[config.mk]
export PLATFORM = sky130hd
export DESIGN_NAME = cam_capture_ctrl
export DESIGN_NICKNAME = d
export VERILOG_FILES = /design/src/rtl/cam_capture_ctrl.sv
export SDC_FILE = /design/constraint.sdc
export NUM_CORES = 1
export LEC_CHECK = 0
export CORE_ASPECT_RATIO = 0.7
export CORE_MARGIN = 1.5
export CORE_UTILIZATION = 43
export DETAILED_ROUTE_END_ITERATION = 6
export PLACE_DENSITY = 0.7
export SYNTH_ARGS = -nofsm -noshare
export SYNTH_HDL_FRONTEND = slang
export SYNTH_SLANG_ARGS = --single-unit
[constraint.sdc]
create_clock -name p_clock -period 2.9 [get_ports p_clock]
set_clock_uncertainty 0.1 [all_clocks]
set_input_delay 0.58 -clock p_clock [delete_from_list [all_inputs] [get_ports p_clock]]
set_output_delay 0.58 -clock p_clock [all_outputs]
set_load 0.01 [all_outputs]
[src/rtl/cam_capture_ctrl.sv]
// OV7670 frame-capture controller: frame-aligned RGB565 byte pairing,
// RGB332 conversion and sequential framebuffer writes in the pixel-clock domain.
module cam_capture_ctrl #(
    parameter int H_PIXELS = 160,
    parameter int V_LINES  = 120,
    parameter int ADDR_W   = 15
) (
    input  logic              p_clock,
    input  logic              rst,
    input  logic              start,
    input  logic              cont,
    input  logic              vsync,
    input  logic              href,
    input  logic [7:0]        p_data,
    output logic [ADDR_W-1:0] mem_addr,
    output logic [7:0]        mem_data,
    output logic              mem_we,
    output logic              busy,
    output logic              frame_done,
    output logic              overrun
);

    localparam int COL_W  = $clog2(H_PIXELS + 1);
    localparam int LINE_W = $clog2(V_LINES + 1);
    localparam logic [COL_W-1:0]  H_MAX = COL_W'(H_PIXELS);
    localparam logic [LINE_W-1:0] V_MAX = LINE_W'(V_LINES);

    typedef enum logic [2:0] {
        S_IDLE,
        S_ARM,
        S_SYNC,
        S_CAPTURE,
        S_DONE
    } state_t;

    state_t              state_q, state_d;
    logic [ADDR_W-1:0]   addr_q, addr_d;
    logic [COL_W-1:0]    col_q, col_d;
    logic [LINE_W-1:0]   line_q, line_d;
    logic                phase_q, phase_d;
    logic [5:0]          hi_q, hi_d;
    logic                href_d_q, href_d_d;
    logic [ADDR_W-1:0]   mem_addr_q, mem_addr_d;
    logic [7:0]          mem_data_q, mem_data_d;
    logic                mem_we_q, mem_we_d;
    logic                busy_q, busy_d;
    logic                frame_done_q, frame_done_d;
    logic                overrun_q, overrun_d;

    always_comb begin
        state_d      = state_q;
        addr_d       = addr_q;
        col_d        = col_q;
        line_d       = line_q;
        phase_d      = phase_q;
        hi_d         = hi_q;
        href_d_d     = href;
        mem_addr_d   = mem_addr_q;
        mem_data_d   = mem_data_q;
        mem_we_d     = 1'b0;
        frame_done_d = 1'b0;
        overrun_d    = overrun_q;

        unique case (state_q)
            S_IDLE: begin
                if (start) begin
                    state_d   = S_ARM;
                    overrun_d = 1'b0;
                end
            end
            S_ARM: begin
                if (vsync) begin
                    state_d = S_SYNC;
                end
            end
            S_SYNC: begin
                if (!vsync) begin
                    state_d = S_CAPTURE;
                    addr_d  = '0;
                    col_d   = '0;
                    line_d  = '0;
                    phase_d = 1'b0;
                end
            end
            S_CAPTURE: begin
                // vsync beats a coincident href byte
                if (vsync) begin
                    state_d      = S_DONE;
                    frame_done_d = 1'b1;
                end else if (href_d_q && !href) begin
                    line_d  = (line_q == V_MAX) ? line_q : line_q + LINE_W'(1);
                    col_d   = '0;
                    phase_d = 1'b0;
                end else if (href) begin
                    if (!phase_q) begin
                        hi_d    = {p_data[7:5], p_data[2:0]};
                        phase_d = 1'b1;
                    end else begin
                        phase_d = 1'b0;
                        if (col_q < H_MAX && line_q < V_MAX) begin
                            mem_we_d   = 1'b1;
                            mem_addr_d = addr_q;
                            mem_data_d = {hi_q, p_data[4:3]};
                            addr_d     = addr_q + ADDR_W'(1);
                            col_d      = col_q + COL_W'(1);
                        end else begin
                            overrun_d = 1'b1;
                        end
                    end
                end
            end
            S_DONE: begin
                state_d = cont ? S_SYNC : S_IDLE;
            end
            default: begin
                state_d = S_IDLE;
            end
        endcase

        busy_d = (state_d != S_IDLE);
    end

    always_ff @(posedge p_clock) begin
        if (rst) begin
            state_q      <= S_IDLE;
            addr_q       <= '0;
            col_q        <= '0;
            line_q       <= '0;
            phase_q      <= 1'b0;
            hi_q         <= '0;
            href_d_q     <= 1'b0;
            mem_addr_q   <= '0;
            mem_data_q   <= '0;
            mem_we_q     <= 1'b0;
            busy_q       <= 1'b0;
            frame_done_q <= 1'b0;
            overrun_q    <= 1'b0;
        end else begin
            state_q      <= state_d;
            addr_q       <= addr_d;
            col_q        <= col_d;
            line_q       <= line_d;
            phase_q      <= phase_d;
            hi_q         <= hi_d;
            href_d_q     <= href_d_d;
            mem_addr_q   <= mem_addr_d;
            mem_data_q   <= mem_data_d;
            mem_we_q     <= mem_we_d;
            busy_q       <= busy_d;
            frame_done_q <= frame_done_d;
            overrun_q    <= overrun_d;
        end
    end

    assign mem_addr   = mem_addr_q;
    assign mem_data   = mem_data_q;
    assign mem_we     = mem_we_q;
    assign busy       = busy_q;
    assign frame_done = frame_done_q;
    assign overrun    = overrun_q;

endmodule

## After elaboration in Yosys (flattened, before gate mapping)

Index checks and enable logic that the tools add are counted.

- Flip-flop bits (word level): 68
- Input bits: 14
- Output and inout port bits: 27

- Add/subtract/negate cells: 3
- Order comparisons: 2
- Eq/ne operators: 18
- Mux-type cells: 40
- Bitwise logic cells: 5
- Reductions and logical operators: 16

Operator list:

| operator | count |
|---|---|
| $mux 15 | 6 |
| $mux 8 | 6 |
| $pmux 15 s2 | 1 |
| $mux 7 | 4 |
| $ne 2x2->1 const B | 10 |
| $pmux 8 s2 | 1 |
| $add 15x1->15 const B | 1 |
| $pmux 3 s5 | 1 |
| $pmux 7 s2 | 1 |
| $reduce_and 7->1 | 2 |
| $mux 1 | 13 |
| $mux 3 | 4 |
| $reduce_and 6->1 | 2 |
| $reduce_and 5->1 | 2 |
| $ne 3x3->1 const B | 3 |
| $add 8x1->8 const B | 1 |
| $lt 8x8->1 const B | 1 |
| $add 7x1->7 const B | 1 |
| $eq 7x7->1 const B | 1 |
| $lt 7x7->1 const B | 1 |
| $eq 3x2->1 const B | 2 |
| $reduce_or 6->1 | 1 |
| $not 1->1 | 5 |
| $pmux 1 s2 | 2 |
| 10 further kinds | 12 |

## Longest topological paths before layout

Gate-level depths: netlist of the first run.

- Depth after elaboration: 8
- Depth in mapped cells: 8
- Mapped depth without buffers: 5

## Worst setup path before layout of the first run

OpenSTA, ideal clock, no wires.

- Kind: in2reg
- Start: input vsync
- End: register line_q[5]
- Library setup time: 139 ps
- Arrival time: 1628 ps
- Data required time: 2661 ps
- Setup slack: 1034 ps
- Cell stages on the path: 5
- Buffers on the path: 1
- Cells stage by stage: or3b_1 -> buf_2 -> a2111oi_4 -> a31o_2 -> a21oi_1

- Word-level cells in the longest chain between the ends: 2
- Elaborated cells on any way between the ends: 3
- Those cells by class: eq/ne (2); reduce/logical (1)

Ends and longest elaborated chain:

| element | line | source |
|---|---|---|
| start: declaration | 12 | `input logic vsync,` |
| $ne 2x2->1 (no line) | -- |  |
| $reduce_and 5->1 (no line) (*) | -- |  |
| end signal: assignment | 142 | `line_q <= line_d;` |
| end: declaration | 39 | `logic [LINE_W-1:0] line_q, line_d;` |

Every way passes the cells marked *; elsewhere a longest branch is shown, timed or not.
A chain may end at the register's enable or synchronous reset.

## Worst setup path after layout of the first run

- Start: input vsync
- End: register addr_q[11]

- Word-level cells in the longest chain between the ends: 2
- Elaborated cells on any way between the ends: 3
- Those cells by class: eq/ne (2); reduce/logical (1)

Ends and longest elaborated chain:

| element | line | source |
|---|---|---|
| $ne 2x2->1 (no line) | -- |  |
| $reduce_and 7->1 (no line) (*) | -- |  |
| end signal: assignment | 140 | `addr_q <= addr_d;` |
| end: declaration | 37 | `logic [ADDR_W-1:0] addr_q, addr_d;` |

Marks and branches as above.

==> run metrics, run 1 <==
status=finished, final reports clean; clock-pin slew on the worst setup and hold paths=60 ps; worst r2r src=state_q[0]; DRT Wirelength=7.00 mm; Min-Delay Path Class=flip-flop to flip-flop; top-count cell post-synth=dfxtp_1; first drt pass iteration count=4; drt drc=0; Sinks on Clock Net=68; GRT Total Usage=0.200; critical path startpoint category=input pin; Pleak=0.00122 uW; die height=73.3 um; Max clock buf depth=2; CP Cell Sequence=clkdlybuf4s50_1 -> nor3b_4 -> and4_1 -> buf_12 -> o21ai_0 -> a311oi_1; simple-gate share of the synthesized area=0.239; Placer Congestion=0.802; fin crit share=0.801; initial core utilization=0.447; Compound-Gate Fraction of Synth Area=0.220; Remaining Overflow, GRT=0; Gate power share=0.058; num ports=41; clock share of power=0.395; Post-CTS Hold Buffers=0; Async SR Flop Fraction=0; ranking of synthesized cells by area=dfxtp_1 (45%), nand2_1 (7.7%), a21oi_1 (7.1%); fraction of synthesized area in multiplexers=0.0198; number of max-cap violations=0; Vias=~2,700; Yosys top cell area share=0.448; worst vdd ir=approximately 0.30 mV; worst-margin pin slew=~560 ps; area grow syn2layout=20.5%; placed instance area=3490 um^2; share of cells above drive strength 1=0.0818; post-CTS sizing=0; Total Nets Final=405; Final Hold Viols=0; dpl hpwl=~4.6 mm; Seq/Total Area, Yosys=0.448; PwrDens=477 nW/um^2; cell taking the most area after synthesis=dfxtp_1; # fillers=619; Flop pwr share=0.547; H-tree levels=3; Critical Path RT=between 3000 and 4000 ps; Cells after Synth=351; CP arrival=~2500 ps; number of synthesis warnings=0; Port Buffer Count=40; Die X=103 um; prevailing post-synth register cell=dfxtp_1; area of the die=7580 um^2; vias in the first global route=2,443; final antenna diode count=0; fin. max-slew vios=0; Period minus WS final=2320 ps; drt wl/cell=14.4 um; Setup Viol. Count Final=0; TritonCTS clock tree=done; switching fraction of total power=0.235; max_slew headroom=0.623; Syn Std Cell Area=3040 um^2; post-synthesis register bit count=68; Core Area=6790 um^2; CP startpoint=vsync; total CTS buffers=9; CP Max Fanout=45; post-synth net total=369; adder-cell share of the synthesized area=0.0165; Final Cell Area=3660 um^2; Reg2Reg Depth=4; Setup CP Type=input pin to flip-flop; Crit. End Element=flip-flop; EDFF count, synth=0; Switch Pwr=410 uW; antenna viol nets, final=0; CP max stage cell=clkdlybuf4s50_1; Post-Synth XOR/XNOR Area=0.00288; 1st-iter DRT viols=136; achievable frequency=430 MHz; CP max stage delay=roughly 570 ps; Avg Synthesized Cell Area=about 8.7 um^2; R2R Setup Slk=790 ps; largest family of logic cells by synthesized area=simple AND/OR/NAND/NOR gates; Skew-Pair Late Insertion Delay=about 350 ps; synth unique cells=51; Internal Power=1340 uW; clock root cell=clkbuf_8; CP endpoint=addr_q[11]; RR Endpoint=hi_q[0]; first-pass GRT wire length=around 12 mm; Post-CTS Setup Inserts=0; number of core rows=25; largest net degree at the start of global routing=46; initial antenna violation count=0; DR vias/cell=approximately 5.6; TNS Setup=0 ps; RSZ-0062 raised after global routing=no; Commonest cells post-synth=dfxtp_1 (68), nand2_1 (62), a21oi_1 (43)
## worst max-delay path: cells and delay by family
family,cells,cell delay [ps]
AND/OR/NAND/NOR,2,660
AO/OA/AOI/OAI,2,420
buffers and inverters,2,790
## registers in the layout (all words and copies together) (netlist names), 3 cells and up
register,count
hi_q,6
addr_q,15
col_q,8
mem_data,8
line_q,7
state_q,3
mem_addr,15
## how the worst min path moves through the flow
stage,from,end,cells after the start
floorplan,hi_q[0],mem_data[2],2
global placement,hi_q[0],mem_data[2],2
detailed placement,mem_addr[3],mem_addr[3],2
CTS,mem_addr[6],mem_addr[6],2
global route,mem_data[5],mem_data[5],2
finish,mem_addr[11],mem_addr[11],2
## cells in the final DEF, fill, tap and decap left out, drive strengths merged, types with 4 or more instances in the layout
cell type / n
inv: 10
nand3: 10
nand2b: 4
buf: 8
a31oi: 8
clkbuf: 13
and3: 8
clkdlybuf4s50: 39
nor2: 19
a21oi: 43
and4: 4
or3: 5
dfxtp: 68
mux2i: 6
a41oi: 5
a31o: 4
ha: 4
o21ai: 15
a311oi: 14
nand4: 9
nand2: 62
## through the flow
step                 util  setup slack, ps  power (uW)  hold slack (ps)  cells
global placement    0.514              319        1070              337    470
detailed placement  0.514              257        1080              346    470
CTS                 0.539              622        1760              358    485
finish              0.539              577        1750              354    485
floorplan               -             1030        1030              332    351
global route        0.539              463        1810              372    485
## power by group through the flow
| stage | clock [uW] | combinational, uW | sequential [uW] |
|---|---|---|---|
| floorplan | 0 | 67.7 | 967 |
| global route | 740 | 111 | 955 |
| CTS | 707 | 101 | 954 |
| finish | 689 | 102 | 954 |
| detailed placement | 0 | 101 | 975 |
| global placement | 0 | 99.4 | 975 |
## final cells by class
type	instances	area [um^2]	area share
repair buffers	47	460	0.126
inverters	10	37.5	0.0103
multi-input cells	251	1510	0.414
well taps	94	118	0.0321
clock buffers	13	159	0.0434
flip-flops and latches	68	1360	0.372
clock inverters	2	10.0	0.00274
## layer usage
metal	global-route usage	vias up	routed length (um)
met2	0.285	87	2880
met3	0.0685	13	534
met5	0	-	0
met1	0.279	1264	3450
li1	-	1346	-
met4	0.0751	0	123
## kinds of logic (layout without fill, tap and decap cells)
family / count (synthesis) / count (layout)
compound gates: 101 / 101
xor+xnor: 1 / 1
mux: 6 / 6
fa+ha+maj: 4 / 4
buf+inv: 32 / 72
simple gates: 139 / 139
flops: 68 / 68
Note: power is estimated with default switching activity, not from simulation.
==> inputs of run 2 (changes only) <==
- PLACE_DENSITY: 0.7 -> 0.72
- clock period: 2.9 -> 1.97 ns (I/O delays scaled with it)
==> run metrics, run 2 (synthesis gave the netlist of run 1 again) <==
status=finished, final reports clean (unchanged); DRT Wirelength=7.23 mm (was 7.00 mm); Port Buffer Count=40 (unchanged); largest net degree at the start of global routing=46 (unchanged); Critical Path RT=2130 ps (was 3050 ps); Skew-Pair Late Insertion Delay=350 ps (about the same); RSZ-0062 raised after global routing=no (unchanged); commonest non-fill, non-tap cell in the layout=dfxtp_1 (unchanged); Placer Congestion=0.818 (was 0.802); Period minus WS final=1830 ps; achievable frequency=~550 MHz; CP arrival=1990 ps (was 2470 ps); num ports=41 (unchanged); antenna viol nets, final=0 (unchanged); number of max-cap violations=0 (unchanged); # fillers=616 (was 619); die height=73.3 um (unchanged); CP max stage cell=dfxtp_1 (was clkdlybuf4s50_1); Switch Pwr=674 uW (was 410 uW); number of core rows=25 (unchanged); clock-pin slew on the worst setup and hold paths=80 ps (was 60 ps); DR WL met2=3.02 mm (was 2.88 mm); Flop pwr share=0.531 (was 0.547); clock root cell=clkbuf_8 (unchanged); first-pass GRT wire length=12.0 mm (was 11.6 mm); R2R Setup Slk=140 ps (was 790 ps); TritonCTS clock tree=done (unchanged); Remaining Overflow, GRT=0 (unchanged); placed instance area=3670 um^2 (was 3490 um^2); DR vias/cell=5.43 (was 5.59); share of cells above drive strength 1=0.144 (was 0.0818); area of the die=7580 um^2 (unchanged); worst vdd ir=0.463 mV (was 0.301 mV); final core occ=0.570 (was 0.539); top layer in use=met4 (unchanged); H-tree levels=3 (unchanged); initial antenna violation count=0 (unchanged); fin. max-slew vios=0 (unchanged); final antenna diode count=0 (unchanged); Final Cell Area=3870 um^2 (was 3660 um^2); GRT Total Usage=0.207 (was 0.200); switching fraction of total power=0.256 (was 0.235); drt wl/cell=14.2 um (was 14.4 um); CP max stage delay=430 ps (was 570 ps); total CTS buffers=9 (unchanged); fin crit share=0.929; Crit. End Element=flip-flop (unchanged); Internal Power=1960 uW (was 1340 uW); post-route met1 wirelength=3.58 mm (was 3.45 mm); Gate power share=0.071 (was 0.058); Pleak=0.00134 uW (was 0.00122 uW); max_slew headroom=0.765 (was 0.623); Design Power=2630 uW (was 1750 uW); Sinks on Clock Net=68 (unchanged); Setup CP Type=flip-flop to flip-flop (was input pin to flip-flop); commonest non-fill, non-tap cells in the layout=dfxtp_1 (68), nand2_1 (62), a21oi_1 (43) (unchanged); TNS Setup=0 ps (unchanged); CP Max Fanout=28 (was 45); Core Area=6790 um^2 (unchanged); worst-margin pin slew=348 ps (was 564 ps); 1st-iter DRT viols=129 (was 136); dpl hpwl=4.91 mm (was 4.58 mm); area grow syn2layout=27.3% (was 20.5%); initial core utilization=0.447 (unchanged); first drt pass iteration count=5 (was 4); critical path startpoint category=flip-flop (was input pin); hold path depth=2 (unchanged); Setup Viol. Count Final=0 (unchanged); Die X=103 um (unchanged); Post-CTS Hold Buffers=0 (unchanged); hold_ws=287 ps (was 354 ps); clock share of power=0.398 (was 0.395); Min-Delay Path Class=input pin to flip-flop (was flip-flop to flip-flop); Max clock buf depth=2 (unchanged); drt drc=0 (unchanged); Vias=2,770 (was 2,710); PwrDens=681 nW/um^2 (was 477 nW/um^2); Final Hold Viols=0 (unchanged); Reg2Reg Depth=5 (was 4); met3 WL=525 um (was 534 um); Total Nets Final=429 (was 405); vias in the first global route=2,533 (was 2,443); CP Cell Sequence=nor3b_4 -> and4_4 -> buf_12 -> a41oi_1 -> a311oi_1 (was clkdlybuf4s50_1 -> nor3b_4 -> and4_1 -> buf_12 -> o21ai_0 -> a311oi_1)
run 2: cell types whose count changed in the layout (fill, tap and decap cells not counted), sizes merged:
cell           previous run  this run
buf                       8        32
clkbuf                   13        10
clkdlybuf4s50            39        38
clkinvlp                  0         4
dlymetal6s2s              0         1
run 2: cell type report:
| class | instances | area, um^2 | area share |
|---|---|---|---|
| repair buffers | 71 | 656 | 0.170 |
| clock buffers | 10 | 138 | 0.0356 |
| clock inverters | 6 | 40.0 | 0.0104 |
| well taps | 94 | 118 | 0.0304 |
| flip-flops and latches | 68 | 1360 | 0.352 |
| multi-input cells | 251 | 1520 | 0.392 |
| inverters | 10 | 37.5 | 0.00971 |
run 2: power groups by stage:
stage          clock (uW)  sequential, uW  combinational [uW]
2_1_floorplan           0            1420                99.7
3_3_place_gp            0            1430                 180
3_5_place_dp            0            1430                 182
4_1_cts              1070            1400                 186
5_1_grt              1140            1400                 205
6_report             1050            1400                 187
run 2: repair_timing:
action                                  4_1_cts  5_1_grt
resized for setup                             0        2
endpoints found under the hold margin         0        0
buffers inserted                              1        1
pin swaps                                     1        2
endpoints found under the setup margin        1       11
run 2: critical path, delay by kind of cell (launching register included):
kind            cells  cell delay, ps
simple gates        2             620
flops               1             430
compound gates      2             420
buf+inv             1             170
run 2: path summary, 6_finish.rpt:
| kind | from | end |
|---|---|---|
| hold reg to reg | mem_addr[13] | mem_addr[13] |
| setup reg to reg | state_q[1] | col_q[6] |
| setup / recovery | state_q[1] | col_q[6] |
| hold / removal | rst | hi_q[4] |
run 2: per-stage QoR:
stage	std cells	setup WS [ps]
after floorplan	351	254
after global placement	492	-286
after detailed placement	492	-358
after CTS	509	26.8
after global routing	510	18.8
final	510	140
run 2: routing by layer:
metal  vias to the layer above  global-route usage
li1                       1403                   -
met1                      1275               0.284
met2                        83               0.297
met3                         9              0.0742
met4                         0              0.0796
met5                         -                   0
